===== src/rtl/alu_pkg.sv =====
// Shared op-code constants, FSM state encoding and small decode helpers
// for the sequential ALU and its iterative multiply/divide unit.
package alu_pkg;

  localparam logic [3:0] OP_ADD  = 4'd0;
  localparam logic [3:0] OP_SUB  = 4'd1;
  localparam logic [3:0] OP_MUL  = 4'd2;
  localparam logic [3:0] OP_DIV  = 4'd3;
  localparam logic [3:0] OP_AND  = 4'd4;
  localparam logic [3:0] OP_OR   = 4'd5;
  localparam logic [3:0] OP_XOR  = 4'd6;
  localparam logic [3:0] OP_MULU = 4'd7;
  localparam logic [3:0] OP_DIVU = 4'd8;
  localparam logic [3:0] OP_SLT  = 4'd9;

  typedef enum logic [1:0] {
    ST_IDLE = 2'd0,
    ST_CALC = 2'd1,
    ST_CORR = 2'd2,
    ST_DONE = 2'd3
  } state_t;

  function automatic logic is_iter_op(input logic [3:0] op);
    return (op == OP_MUL) || (op == OP_MULU) || (op == OP_DIV) || (op == OP_DIVU);
  endfunction

  function automatic logic is_div_op(input logic [3:0] op);
    return (op == OP_DIV) || (op == OP_DIVU);
  endfunction

endpackage


===== src/rtl/alu_muldiv_iter.sv =====
// One-bit-per-step shift-add multiplier / restoring divider on operand
// magnitudes; the signed correction is applied combinationally on the output.
module alu_muldiv_iter
  import alu_pkg::*;
#(
  parameter int WIDTH = 8
) (
  input  logic                 clk,
  input  logic                 reset,
  input  logic                 load,
  input  logic                 step,
  input  logic                 is_div,
  input  logic                 is_signed,
  input  logic [WIDTH-1:0]     op_a,
  input  logic [WIDTH-1:0]     op_b,
  output logic [2*WIDTH-1:0]   result
);

  // Upper W+1 bits: partial product / partial remainder; lower W bits:
  // multiplier being consumed / dividend shifting out as quotient shifts in.
  logic [2*WIDTH:0] p_q, p_d;
  logic [WIDTH-1:0] m_q, m_d;
  logic             div_q, div_d;
  logic             neg_q, neg_d;
  logic             rneg_q, rneg_d;

  logic [WIDTH-1:0] mag_a, mag_b;
  logic [WIDTH:0]   mul_sum;
  logic [WIDTH:0]   div_shift;
  logic [WIDTH+1:0] div_trial;
  logic [2*WIDTH-1:0] prod;
  logic [WIDTH-1:0] quo, rem;

  always_comb begin
    mag_a = (is_signed && op_a[WIDTH-1]) ? (~op_a + 1'b1) : op_a;
    mag_b = (is_signed && op_b[WIDTH-1]) ? (~op_b + 1'b1) : op_b;

    mul_sum   = p_q[0] ? (p_q[2*WIDTH:WIDTH] + {1'b0, m_q}) : p_q[2*WIDTH:WIDTH];
    div_shift = p_q[2*WIDTH-1:WIDTH-1];
    div_trial = {1'b0, div_shift} - {2'b00, m_q};

    p_d    = p_q;
    m_d    = m_q;
    div_d  = div_q;
    neg_d  = neg_q;
    rneg_d = rneg_q;

    if (load) begin
      // Dividend and multiplier both start in the low half.
      p_d    = {{(WIDTH+1){1'b0}}, is_div ? mag_a : mag_b};
      m_d    = is_div ? mag_b : mag_a;
      div_d  = is_div;
      neg_d  = is_signed && (op_a[WIDTH-1] ^ op_b[WIDTH-1]);
      rneg_d = is_signed && op_a[WIDTH-1];
    end else if (step) begin
      if (div_q) begin
        if (!div_trial[WIDTH+1]) begin
          p_d = {div_trial[WIDTH:0], p_q[WIDTH-2:0], 1'b1};
        end else begin
          p_d = {div_shift, p_q[WIDTH-2:0], 1'b0};
        end
      end else begin
        p_d = {1'b0, mul_sum, p_q[WIDTH-1:1]};
      end
    end
  end

  always_ff @(posedge clk or posedge reset) begin
    if (reset) begin
      p_q    <= '0;
      m_q    <= '0;
      div_q  <= 1'b0;
      neg_q  <= 1'b0;
      rneg_q <= 1'b0;
    end else begin
      p_q    <= p_d;
      m_q    <= m_d;
      div_q  <= div_d;
      neg_q  <= neg_d;
      rneg_q <= rneg_d;
    end
  end

  always_comb begin
    prod = p_q[2*WIDTH-1:0];
    quo  = neg_q  ? (~p_q[WIDTH-1:0] + 1'b1)       : p_q[WIDTH-1:0];
    rem  = rneg_q ? (~p_q[2*WIDTH-1:WIDTH] + 1'b1) : p_q[2*WIDTH-1:WIDTH];
    if (div_q) begin
      result = {rem, quo};
    end else begin
      result = neg_q ? (~prod + 1'b1) : prod;
    end
  end

endmodule


===== src/rtl/alu_seq_param.sv =====
// Sequential ALU: FSM, single-cycle datapath and result/flag registers;
// multiply and divide are delegated to the iterative unit.
module alu_seq_param
  import alu_pkg::*;
#(
  parameter int WIDTH = 8
) (
  input  logic                 clk,
  input  logic                 reset,
  input  logic                 start,
  input  logic [3:0]           op,
  input  logic [WIDTH-1:0]     in_a,
  input  logic [WIDTH-1:0]     in_b,
  output logic                 busy,
  output logic                 done,
  output logic [2*WIDTH-1:0]   result,
  output logic                 div_by_zero,
  output logic                 overflow
);

  localparam int CW = $clog2(WIDTH) + 1;

  state_t             state_q, state_d;
  logic [CW-1:0]      cnt_q, cnt_d;
  logic [2*WIDTH-1:0] result_q, result_d;
  logic               dbz_q, dbz_d;
  logic               ovf_q, ovf_d;
  logic               ovf_pend_q, ovf_pend_d;

  logic               accept;
  logic               zero_div;
  logic               md_load, md_step;
  logic [2*WIDTH-1:0] md_result;
  logic [WIDTH:0]     a_ext, b_ext, sum;
  logic [2*WIDTH-1:0] sc_result;
  logic               sc_ovf;

  alu_muldiv_iter #(.WIDTH(WIDTH)) u_muldiv (
    .clk       (clk),
    .reset     (reset),
    .load      (md_load),
    .step      (md_step),
    .is_div    (is_div_op(op)),
    .is_signed ((op == OP_MUL) || (op == OP_DIV)),
    .op_a      (in_a),
    .op_b      (in_b),
    .result    (md_result)
  );

  always_comb begin
    a_ext     = {in_a[WIDTH-1], in_a};
    b_ext     = {in_b[WIDTH-1], in_b};
    sum       = (op == OP_SUB) ? (a_ext - b_ext) : (a_ext + b_ext);
    sc_result = '0;
    sc_ovf    = 1'b0;
    case (op)
      OP_ADD, OP_SUB: begin
        sc_result = {{(WIDTH-1){sum[WIDTH]}}, sum};
        sc_ovf    = sum[WIDTH] ^ sum[WIDTH-1];
      end
      OP_AND:  sc_result = {{WIDTH{1'b0}}, in_a & in_b};
      OP_OR:   sc_result = {{WIDTH{1'b0}}, in_a | in_b};
      OP_XOR:  sc_result = {{WIDTH{1'b0}}, in_a ^ in_b};
      OP_SLT:  sc_result = {{(2*WIDTH-1){1'b0}}, ($signed(in_a) < $signed(in_b))};
      default: sc_result = '0;
    endcase
  end

  always_comb begin
    state_d    = state_q;
    cnt_d      = cnt_q;
    result_d   = result_q;
    dbz_d      = dbz_q;
    ovf_d      = ovf_q;
    ovf_pend_d = ovf_pend_q;
    md_load    = 1'b0;
    md_step    = 1'b0;
    accept     = start && ((state_q == ST_IDLE) || (state_q == ST_DONE));
    zero_div   = is_div_op(op) && (in_b == '0);

    case (state_q)
      ST_IDLE, ST_DONE: begin
        state_d = ST_IDLE;
        if (accept) begin
          if (is_iter_op(op) && !zero_div) begin
            // Flags clear now; result keeps the previous value until completion.
            md_load    = 1'b1;
            cnt_d      = '0;
            dbz_d      = 1'b0;
            ovf_d      = 1'b0;
            ovf_pend_d = (op == OP_DIV) && (in_a == {1'b1, {(WIDTH-1){1'b0}}}) && (in_b == '1);
            state_d    = ST_CALC;
          end else begin
            result_d = zero_div ? '0 : sc_result;
            dbz_d    = zero_div;
            ovf_d    = zero_div ? 1'b0 : sc_ovf;
            state_d  = ST_DONE;
          end
        end
      end
      ST_CALC: begin
        md_step = 1'b1;
        cnt_d   = cnt_q + CW'(1);
        if (cnt_q == CW'(WIDTH - 1)) begin
          state_d = ST_CORR;
        end
      end
      ST_CORR: begin
        result_d = md_result;
        ovf_d    = ovf_pend_q;
        state_d  = ST_DONE;
      end
      default: state_d = ST_IDLE;
    endcase
  end

  always_ff @(posedge clk or posedge reset) begin
    if (reset) begin
      state_q    <= ST_IDLE;
      cnt_q      <= '0;
      result_q   <= '0;
      dbz_q      <= 1'b0;
      ovf_q      <= 1'b0;
      ovf_pend_q <= 1'b0;
    end else begin
      state_q    <= state_d;
      cnt_q      <= cnt_d;
      result_q   <= result_d;
      dbz_q      <= dbz_d;
      ovf_q      <= ovf_d;
      ovf_pend_q <= ovf_pend_d;
    end
  end

  assign busy        = (state_q == ST_CALC) || (state_q == ST_CORR);
  assign done        = (state_q == ST_DONE);
  assign result      = result_q;
  assign div_by_zero = dbz_q;
  assign overflow    = ovf_q;

endmodule


===== config.mk =====
export PLATFORM = sky130hd
export DESIGN_NAME = alu_seq_param
export DESIGN_NICKNAME = d
export VERILOG_FILES = /design/src/rtl/alu_pkg.sv /design/src/rtl/alu_muldiv_iter.sv /design/src/rtl/alu_seq_param.sv
export SDC_FILE = /design/constraint.sdc
export NUM_CORES = 1
export LEC_CHECK = 0
export CAP_MARGIN = 5
export CORE_MARGIN = 5
export CORE_UTILIZATION = 55
export DETAILED_ROUTE_END_ITERATION = 8
export PLACE_DENSITY = 0.76
export SYNTH_ARGS = -nofsm -noshare
export SYNTH_HDL_FRONTEND = slang
export SYNTH_HIERARCHICAL = 1
export SYNTH_SLANG_ARGS = --single-unit

===== constraint.sdc =====
create_clock -name clk -period 3.11 [get_ports clk]
set_input_delay 0.622 -clock clk [delete_from_list [all_inputs] [get_ports clk]]
set_output_delay 0.622 -clock clk [all_outputs]
set_load 0.05 [all_outputs]

==> results.sh, run 1 <==
export IMPL_async_flop_share_pct=100
export IMPL_fin_crit_sh_pct=90.5
export IMPL_syn_inst=697
export IMPL_grt_pass1_wl_microns=25500
export IMPL_clkLatencyLatePin_ps=310
export IMPL_synth_area_sq_mm=0.00547
export IMPL_ys_warn_count=6
export IMPL_switching_share_pct=51.8
export IMPL_netlist_top_cells_count="85 x nand2_1, 59 x o21ai_0, 58 x inv_1"
export IMPL_power_density_mw_per_mm2=976
export IMPL_wl_per_cell_microns=17.4
export IMPL_finalInstanceArea_sq_mm=0.00642
export IMPL_slew_headroom_pct=38.2
export IMPL_hold_buffers=0
export IMPL_criticalPathCategory="in -> reg"
export IMPL_drt_wl_total_microns=15600
export IMPL_drv_cap=0
export IMPL_antennaDiodeCount=0
export IMPL_synth_edf_count=0
export IMPL_grt_pass1_vias=5242
export IMPL_rows=36
export IMPL_route_detailed_drc=0
export IMPL_antenna_found_initial=0
export IMPL_final_setup_viol_count=0
export IMPL_ant_nets=0
export IMPL_p_sw_mw=3.25
export IMPL_p_int_mw=3.02
export IMPL_cts_root_buf="clkbuf_8"
export IMPL_dp_hpwl_microns=12500
export IMPL_post_cts_setup_buffers=0
export IMPL_die_h_microns=110
export IMPL_seq_area_frac_synth_pct=24.2
export IMPL_dpl_cell_area_sq_mm=0.00631
export IMPL_start_util_pct=56.2
export IMPL_hold_viol=0
export IMPL_pre_cts_ws_ps=-55.2
export IMPL_final_core_util_pct=65.9
export IMPL_vias=5457
export IMPL_cp_arrival_ps=3030
export IMPL_p_leak_nw=2.75
export IMPL_ir_worst_vdd_uv=507
export IMPL_clock_power_share_pct=7.5
export IMPL_path_clk_slew_ps=90
export IMPL_die_area_sq_mm=0.0120
export IMPL_critPathRequiredTime_ps=3320
export IMPL_setup_ws_ps=295
export IMPL_numPortBuffers=42
export IMPL_core_sq_mm=0.00973
export IMPL_place_gp_congestion=0.943
export IMPL_grt_overflow=0
export IMPL_nets=840
export IMPL_multi_input_area_sq_mm=0.00377
export IMPL_worst_path_max_fanout=3
export IMPL_syn_area_per_cell_sq_um=7.85
export IMPL_tightestPinTransition_ps=927
export IMPL_seq_power_share_pct=22.8
export IMPL_combPwrFrac_pct=69.7
export IMPL_cts_buffer_depth=2
export IMPL_final_setup_skew_ps=8.98
export IMPL_synth_distinct_cells=69
export IMPL_holdCritPathClass="reg -> reg"
export IMPL_status="finished clean"
export IMPL_cts_sinks=53
export IMPL_max_freq_mhz=355
export IMPL_drtIter0Drc=443
export IMPL_syn_nets=772
export IMPL_dr_pass1_iters=7
export IMPL_cts_tree="built"
export IMPL_slew_violations=0
export IMPL_synth_area_top_cells="dfrtp_1 24%, ha_1 11%, nand2_1 5.8%"
export IMPL_layout_min_cycle_time_ps=2820
export IMPL_grt_usage_pct=26.6
export IMPL_fillerInstances=873
export IMPL_cts_made_buffers=5
export IMPL_cp_end_kind="flip-flop"
export IMPL_htreeDepth=2
export IMPL_rsz0062_at_grt="false"
export IMPL_ctsResizeCount=0
export IMPL_synthMostInstantiatedCell="nand2_1"
export IMPL_io_pins=43
export IMPL_ys_ff_latch=53
export IMPL_syn_to_final_growth_pct=17.3
export IMPL_avgViaCountPerCell=6.08
export IMPL_seqCellArea_sq_mm=0.00133
export IMPL_grt_max_degree=33
export IMPL_synth_top_area_share_pct=24.2
export IMPL_die_w_microns=110
export IMPL_drive_gt1_share_pct=10.5
export IMPL_yosys_area_top_type="dfrtp_1"
export IMPL_synthFlopType="dfrtp_1"
export IMPL_start_kind="input port"
per-stage QoR:
| stage | cells | TNS (ps) | power [mW] | hold WS, ps |
|---|---|---|---|---|
| after floorplan | 697 | 0 | 4.56 | 481 |
| after global placement | 891 | 0 | 5.60 | 477 |
| after detailed placement | 891 | -55.2 | 5.75 | 484 |
| after CTS | 898 | 0 | 6.24 | 505 |
| after global routing | 898 | 0 | 6.76 | 520 |
| final | 898 | 0 | 6.26 | 501 |
critical path: stages:
cell and delay [ps]:
clkdlybuf4s50_1 490, inv_1 90, ha_1 330, a211oi_1 290, buf_4 180, nor3_1 50, nor4_1 230, buf_4 160
a21oi_1 40, xor2_1 180, a21oi_1 100, a311oi_1 260
layout by cell type, fill, tap and decap left out, types with 11 or more instances in the layout:
cell              n
a211oi_1         13
a21oi_1          43
a31oi_1          11
buf_4            52
clkdlybuf4s50_1  42
dfrtp_1          53
ha_1             48
inv_1            58
mux2i_1          22
nand2_1          85
nand3_1          17
nor2_1           40
nor3_1           18
o211ai_1         14
o21ai_0          59
xnor2_1          32
final timing paths:
path                             startpoint          endpoint  cells past startpoint  slack, ps
max                                 in_a[1]         result[7]                     12        290
min                               result[4]         result[4]                      1        500
max reg2reg                u_muldiv/p_q[13]  u_muldiv/p_q[10]                      7        430
min reg2reg                       result[4]         result[4]                      1        500
max in group asynchronous             reset         result[0]                      2       1690
min in group asynchronous             reset   u_muldiv/p_q[8]                      3        700
sequential cells by signal, indices dropped and copies added (netlist names):
name,cells
cnt_q,4
u_muldiv/div_q,1
u_muldiv/rneg_q,1
u_muldiv/neg_q,1
div_by_zero,1
state_q,2
overflow,1
result,16
u_muldiv/m_q,8
u_muldiv/p_q,17
ovf_pend_q,1
area by class of cell:
class	instances	area share, %
clock buffers	5	1.07
well taps	133	2.59
flip-flops and latches	53	20.7
clock inverters	2	0.605
inverters	58	3.39
repair buffers	95	12.9
multi-input cells	552	58.7
logic make-up (layout without fill, tap and decap cells):
group	after synthesis	after routing	share of synthesized area (%)
AO/OA/AOI/OAI	215	215	25.7
XOR/XNOR	42	42	6.72
adder cells (fa/ha/maj)	52	52	12.4
buffers and inverters	92	160	6.93
flip-flops	53	53	24.2
multiplexers	28	28	5.26
AND/OR/NAND/NOR	215	215	18.7
metal layers:
metal / GRT usage [%] / wire (microns) / up-vias
met5: 0 / 0 / -
met4: 7.30 / 393 / 0
met3: 1.76 / 858 / 40
met2: 48.3 / 7800 / 197
met1: 34.0 / 6530 / 2582
li1: - / - / 2638
power groups by stage:
stage          clock [mW]  combinational, mW  sequential, mW
2_1_floorplan           0               2.92            1.63
3_3_place_gp            0               4.19            1.41
3_5_place_dp            0               4.32            1.43
4_1_cts             0.475               4.35            1.41
5_1_grt             0.499               4.80            1.46
6_report            0.469               4.37            1.43
Power figures use the tool's default switching activity.
==> run 2: changes to the inputs <==
--- a/config.mk
+++ b/config.mk
@@ -7,9 +7,8 @@
 export LEC_CHECK = 0
 export CAP_MARGIN = 5
 export CORE_MARGIN = 5
-export CORE_UTILIZATION = 55
+export CORE_UTILIZATION = 40
 export DETAILED_ROUTE_END_ITERATION = 8
-export PLACE_DENSITY = 0.76
 export SYNTH_ARGS = -nofsm -noshare
 export SYNTH_HDL_FRONTEND = slang
 export SYNTH_HIERARCHICAL = 1
==> run 2 against run 1 <==
Register-to-register slack improved by 40 ps. Critical endpoint is now overflow. Setup slack got worse by 31 ps. Clock skew fell by 0.53 ps. Highest routed layer unchanged. Power rose by 3.4%. Via count fell by 1.6%. Die area rose by 34%.
==> results.sh, run 2 (same netlist as run 1, synthesis figures left out) <==
export IMPL_cp_arrival_ps=3050
export IMPL_worst_path_max_fanout=3
export IMPL_max_freq_mhz=351
export IMPL_critPathRequiredTime_ps=3310
export IMPL_slew_violations=0
export IMPL_grt_pass1_vias=5191
export IMPL_cts_root_buf="clkbuf_16"
export IMPL_dp_cells=944
export IMPL_switching_share_pct=51.0
export IMPL_finalPower_mw=6.48
export IMPL_place_gp_congestion=0.884
export IMPL_cts_tree="built"
export IMPL_status="finished clean"
export IMPL_rows=42
export IMPL_drtIter0Drc=439
export IMPL_start_util_pct=41.0
export IMPL_clkLatencyLatePin_ps=300
export IMPL_fillerInstances=1348
export IMPL_path_cells="clkdlybuf4s50_1, inv_1, ha_1, a211oi_1, buf_4, nor3_1, nor4_1, buf_4, xor2_1, mux2i_1, xnor2_1, o31ai_1"
export IMPL_largest_register="u_muldiv/p_q"
export IMPL_p_leak_nw=2.82
export IMPL_avgViaCountPerCell=5.65
export IMPL_dpl_cell_area_sq_mm=0.00642
export IMPL_core_sq_mm=0.0133
export IMPL_antennaDiodeCount=0
export IMPL_ctsResizeCount=0
export IMPL_criticalPathCategory="in -> reg"
export IMPL_drt_wl_total_microns=16300
export IMPL_vias=5372
export IMPL_final_cell_mix="85 x nand2_1, 63 x buf_4, 59 x o21ai_0, 58 x inv_1, 53 x dfrtp_1"
export IMPL_cts_made_buffers=5
export IMPL_post_cts_setup_buffers=0
export IMPL_grt_usage_pct=20.1
export IMPL_wl_per_cell_microns=17.1
export IMPL_clock_power_share_pct=9.7
export IMPL_largest_reg_flops=17
export IMPL_cp_end_kind="flip-flop"
export IMPL_cpPeakStageDelay_ps=480
export IMPL_finalInstanceArea_sq_mm=0.00659
export IMPL_ant_nets=0
export IMPL_nets=850
export IMPL_die_h_microns=127
export IMPL_tightestPinTransition_ps=944
export IMPL_power_density_mw_per_mm2=984
export IMPL_numPortBuffers=42
export IMPL_die_w_microns=127
export IMPL_drive_gt1_share_pct=11.6
export IMPL_setup_tns_ps=0
export IMPL_layout_min_cycle_time_ps=2850
export IMPL_ir_worst_vdd_uv=408
export IMPL_io_pins=43
export IMPL_hold_buffers=0
export IMPL_seq_power_share_pct=22.5
export IMPL_combPwrFrac_pct=67.8
export IMPL_final_common_cell="nand2_1"
export IMPL_final_core_util_pct=49.3
export IMPL_dp_hpwl_microns=13100
export IMPL_hold_viol=0
export IMPL_fin_crit_sh_pct=91.5
export IMPL_drv_cap=0
export IMPL_start_kind="input port"
export IMPL_cp_slowest_cell="clkdlybuf4s50_1"
export IMPL_final_setup_viol_count=0
export IMPL_p_sw_mw=3.30
export IMPL_grt_max_degree=33
export IMPL_antenna_found_initial=0
export IMPL_final_setup_skew_ps=8.45
export IMPL_rsz0062_at_grt="false"
export IMPL_stdcell_count=951
export IMPL_cts_sinks=53
export IMPL_dr_pass1_iters=8
export IMPL_grt_pass1_wl_microns=26800
export IMPL_p_int_mw=3.17
export IMPL_crit_top_cell="buf_4"
export IMPL_grt_overflow=0
export IMPL_slew_headroom_pct=37.0
export IMPL_route_detailed_drc=0
export IMPL_htreeDepth=2
export IMPL_holdCritPathClass="reg -> reg"
export IMPL_path_clk_slew_ps=60
export IMPL_cts_buffer_depth=2
export IMPL_die_area_sq_mm=0.0161
export IMPL_syn_to_final_growth_pct=20.4
-- run 2: cell count changes in the layout (fill, tap and decap cells not counted) --
cell | before | now
clkbuf_16 | 0 | 5
clkinv_2 | 0 | 1
buf_12 | 1 | 0
inv_6 | 1 | 0
buf_4 | 52 | 63
clkbuf_8 | 5 | 0
-- run 2: critical path: cells and delay by family --
family	cells	cell delay (ps)
buffers and inverters	4	890
AND/OR/NAND/NOR	2	320
multiplexers	1	120
AO/OA/AOI/OAI	2	460
adder cells (fa/ha/maj)	1	320
XOR/XNOR	2	300
-- run 2: routing by layer --
layer | track usage [%] | up-vias | routed length [microns]
met5 | 0 | - | 0
met4 | 4.10 | 0 | 213
met3 | 1.89 | 19 | 720
met2 | 33.9 | 153 | 7860
met1 | 28.1 | 2546 | 7510
li1 | - | 2654 | -
-- run 2: area by class of cell --
type	instances	area [sq um]	area share, %
sequential	53	1330	20.1
clock inverter	2	35.0	0.532
timing repair buffer	105	893	13.6
tap	176	220	3.34
inverter	58	218	3.31
clock buffer	5	125	1.90
multi-input combinational	552	3770	57.2
-- run 2: metrics by stage --
step	setup WS (ps)	hold slack (ps)
after detailed placement	-34.2	483
after CTS	280	498
after global routing	87.2	517
after floorplan	473	481
final	264	490
after global placement	-62.4	464
-- run 2: power by group through the flow --
stage	Clock, mW	Sequential (mW)	Combinational, mW
floorplan	0	1.63	2.92
global placement	0	1.45	4.26
detailed placement	0	1.46	4.35
CTS	0.640	1.45	4.37
global route	0.665	1.50	4.84
finish	0.627	1.46	4.39
-- run 2: final timing paths --
path | from | to | slack, ps | cells past startpoint
worst max-delay path | in_a[1] | overflow | 260 | 12
min in group asynchronous | reset | u_muldiv/rneg_q | 820 | 2
worst max register to register | u_muldiv/p_q[13] | u_muldiv/p_q[10] | 470 | 7
max in group asynchronous | reset | ovf_pend_q | 1660 | 2
worst min register to register | result[1] | result[1] | 490 | 2
worst min-delay path | result[1] | result[1] | 490 | 2
==> run 3: changes to the inputs <==
--- a/config.mk
+++ b/config.mk
@@ -9,6 +9,7 @@
 export CORE_MARGIN = 5
 export CORE_UTILIZATION = 40
 export DETAILED_ROUTE_END_ITERATION = 8
+export SKIP_LAST_GASP = 1
 export SYNTH_ARGS = -nofsm -noshare
 export SYNTH_HDL_FRONTEND = slang
 export SYNTH_HIERARCHICAL = 1
==> constraint.sdc (replaced) <==
create_clock -name clk -period 3.3 [get_ports clk]
set_input_delay 0.66 -clock clk [delete_from_list [all_inputs] [get_ports clk]]
set_output_delay 0.66 -clock clk [all_outputs]
set_load 0.05 [all_outputs]
==> run 3 against run 2 <==
Hold slack improved by 1.7 ps. Final cell count fell by 2.3%. Clock power fell by 15%. Sequential power fell by 7%. Sequential share of layout area rose by 0.59 points. Via count fell by 0.43%. Clock-buffer cell count did not move. Setup slack improved by 48 ps. Highest routed layer unchanged.
==> results.sh, run 3 (same netlist as run 1, synthesis figures left out) <==
export IMPL_clock_power_share_pct=8.9
export IMPL_cts_made_buffers=5
export IMPL_final_common_cell="nand2_1"
export IMPL_seqCellArea_sq_mm=0.00133
export IMPL_cp_slowest_cell="clkdlybuf4s50_1"
export IMPL_finalInstanceArea_sq_mm=0.00640
export IMPL_die_area_sq_mm=0.0161
export IMPL_cp_buffers_inverters=2
export IMPL_slew_headroom_pct=35.2
export IMPL_dr_pass1_iters=5
export IMPL_drv_cap=0
export IMPL_max_freq_mhz=335
export IMPL_wl_per_cell_microns=17.4
export IMPL_avgViaCountPerCell=5.76
export IMPL_ir_worst_vdd_uv=292
export IMPL_holdCritPathClass="reg -> reg"
export IMPL_seq_power_share_pct=22.8
export IMPL_rows=42
export IMPL_dp_hpwl_microns=12900
export IMPL_grt_max_degree=31
export IMPL_dpl_cell_area_sq_mm=0.00625
export IMPL_p_int_mw=2.87
export IMPL_cp_arrival_ps=3160
export IMPL_final_setup_skew_ps=6.57
export IMPL_ant_nets=0
export IMPL_antenna_found_initial=0
export IMPL_cts_buffer_depth=2
export IMPL_crit_family="compound AO/OA/AOI/OAI gates"
export IMPL_drtIter0Drc=512
export IMPL_htreeDepth=2
export IMPL_grt_overflow=0
export IMPL_path_cells="clkdlybuf4s50_1, ha_1, fa_1, o21bai_1, a211oi_1, o2bb2ai_1, nand2_1, a41oi_1, buf_4, a21oi_1"
export IMPL_worst_path_max_fanout=8
export IMPL_place_gp_congestion=0.935
export IMPL_largest_register="u_muldiv/p_q"
export IMPL_die_w_microns=127
export IMPL_largest_reg_flops=17
export IMPL_tightestPinTransition_ps=971
export IMPL_rsz0062_at_grt="false"
export IMPL_path_clk_slew_ps=70
export IMPL_criticalPathCategory="in -> reg"
export IMPL_core_sq_mm=0.0133
export IMPL_combPwrFrac_pct=68.3
export IMPL_switching_share_pct=52.0
export IMPL_slew_violations=0
export IMPL_status="finished clean"
export IMPL_drt_wl_total_microns=16200
export IMPL_start_util_pct=41.0
export IMPL_route_detailed_drc=0
export IMPL_cts_sinks=53
export IMPL_fillerInstances=1341
export IMPL_grt_usage_pct=20.1
export IMPL_syn_to_final_growth_pct=17.0
export IMPL_antennaDiodeCount=0
export IMPL_fin_crit_sh_pct=90.5
export IMPL_final_setup_viol_count=0
export IMPL_cts_root_buf="clkbuf_16"
export IMPL_cpPeakStageDelay_ps=550
export IMPL_post_cts_setup_buffers=0
export IMPL_p_leak_nw=2.71
export IMPL_critPathRequiredTime_ps=3470
export IMPL_io_pins=43
export IMPL_cts_tree="built"
export IMPL_ctsResizeCount=0
export IMPL_nets=827
export IMPL_setup_tns_ps=0
export IMPL_drive_gt1_share_pct=9.03
export IMPL_hold_buffers=0
export IMPL_grt_pass1_wl_microns=27000
export IMPL_p_sw_mw=3.11
export IMPL_start_kind="input port"
export IMPL_vias=5349
export IMPL_hold_viol=0
export IMPL_layout_min_cycle_time_ps=2990
export IMPL_final_cell_mix="85 x nand2_1, 59 x o21ai_0, 58 x inv_1, 53 x dfrtp_1, 48 x ha_1"
export IMPL_power_density_mw_per_mm2=934
export IMPL_multi_input_area_sq_mm=0.00377
export IMPL_numPortBuffers=42
export IMPL_grt_pass1_vias=5359
export IMPL_die_h_microns=127
export IMPL_cp_end_kind="flip-flop"
export IMPL_clkLatencyLatePin_ps=290
==> run 3: tightest hold or removal path, cell delays in order (launching register included) <==
cell	delay (ps)
dfrtp_1	350
nand2_1	50
o21ai_0	60
==> run 3: final cells by class <==
class	count	share of cell area (%)
clock buffer	5	1.96
clock inverter	3	0.332
inverter	58	3.40
multi-input combinational	552	58.9
sequential	53	20.7
tap	176	3.44
timing repair buffer	82	11.3
==> run 3: final timing paths <==
check	depth (start not counted)	slack, ps	to	start
min in group asynchronous	3	760	u_muldiv/p_q[8]	reset
setup / recovery	10	310	result[12]	in_b[0]
max in group asynchronous	2	1790	cnt_q[0]	reset
setup reg to reg	9	700	u_muldiv/p_q[14]	u_muldiv/p_q[7]
hold / removal	2	490	result[2]	result[2]
hold reg to reg	2	490	result[2]	result[2]
==> run 3: through the flow <==
stage | hold WS, ps | power (mW) | instances | utilization [%] | setup WS [ps]
floorplan | 481 | 4.30 | 697 | - | 625
global placement | 467 | 5.32 | 921 | 46.8 | 34.9
detailed placement | 479 | 5.40 | 921 | 46.8 | 36.9
CTS | 496 | 5.95 | 929 | 47.9 | 336
global route | 523 | 6.51 | 929 | 47.9 | 101
finish | 491 | 5.98 | 929 | 47.9 | 312
==> run 3: power by group through the flow <==
stage	logic [mW]	registers, mW	clock network [mW]
final	4.08	1.36	0.535
after global routing	4.53	1.41	0.569
after CTS	4.05	1.36	0.542
after detailed placement	4.03	1.37	0
after global placement	3.96	1.36	0
after floorplan	2.76	1.54	0
==> run 3: layer usage <==
layer,vias up,GRT usage (%),routed length [microns],share of wire [%]
li1,2622,-,-,-
met5,-,0,0,0
met3,28,2.56,771,4.8
met2,167,33.4,7690,47
met1,2532,27.7,7430,46
met4,0,5.24,298,1.8
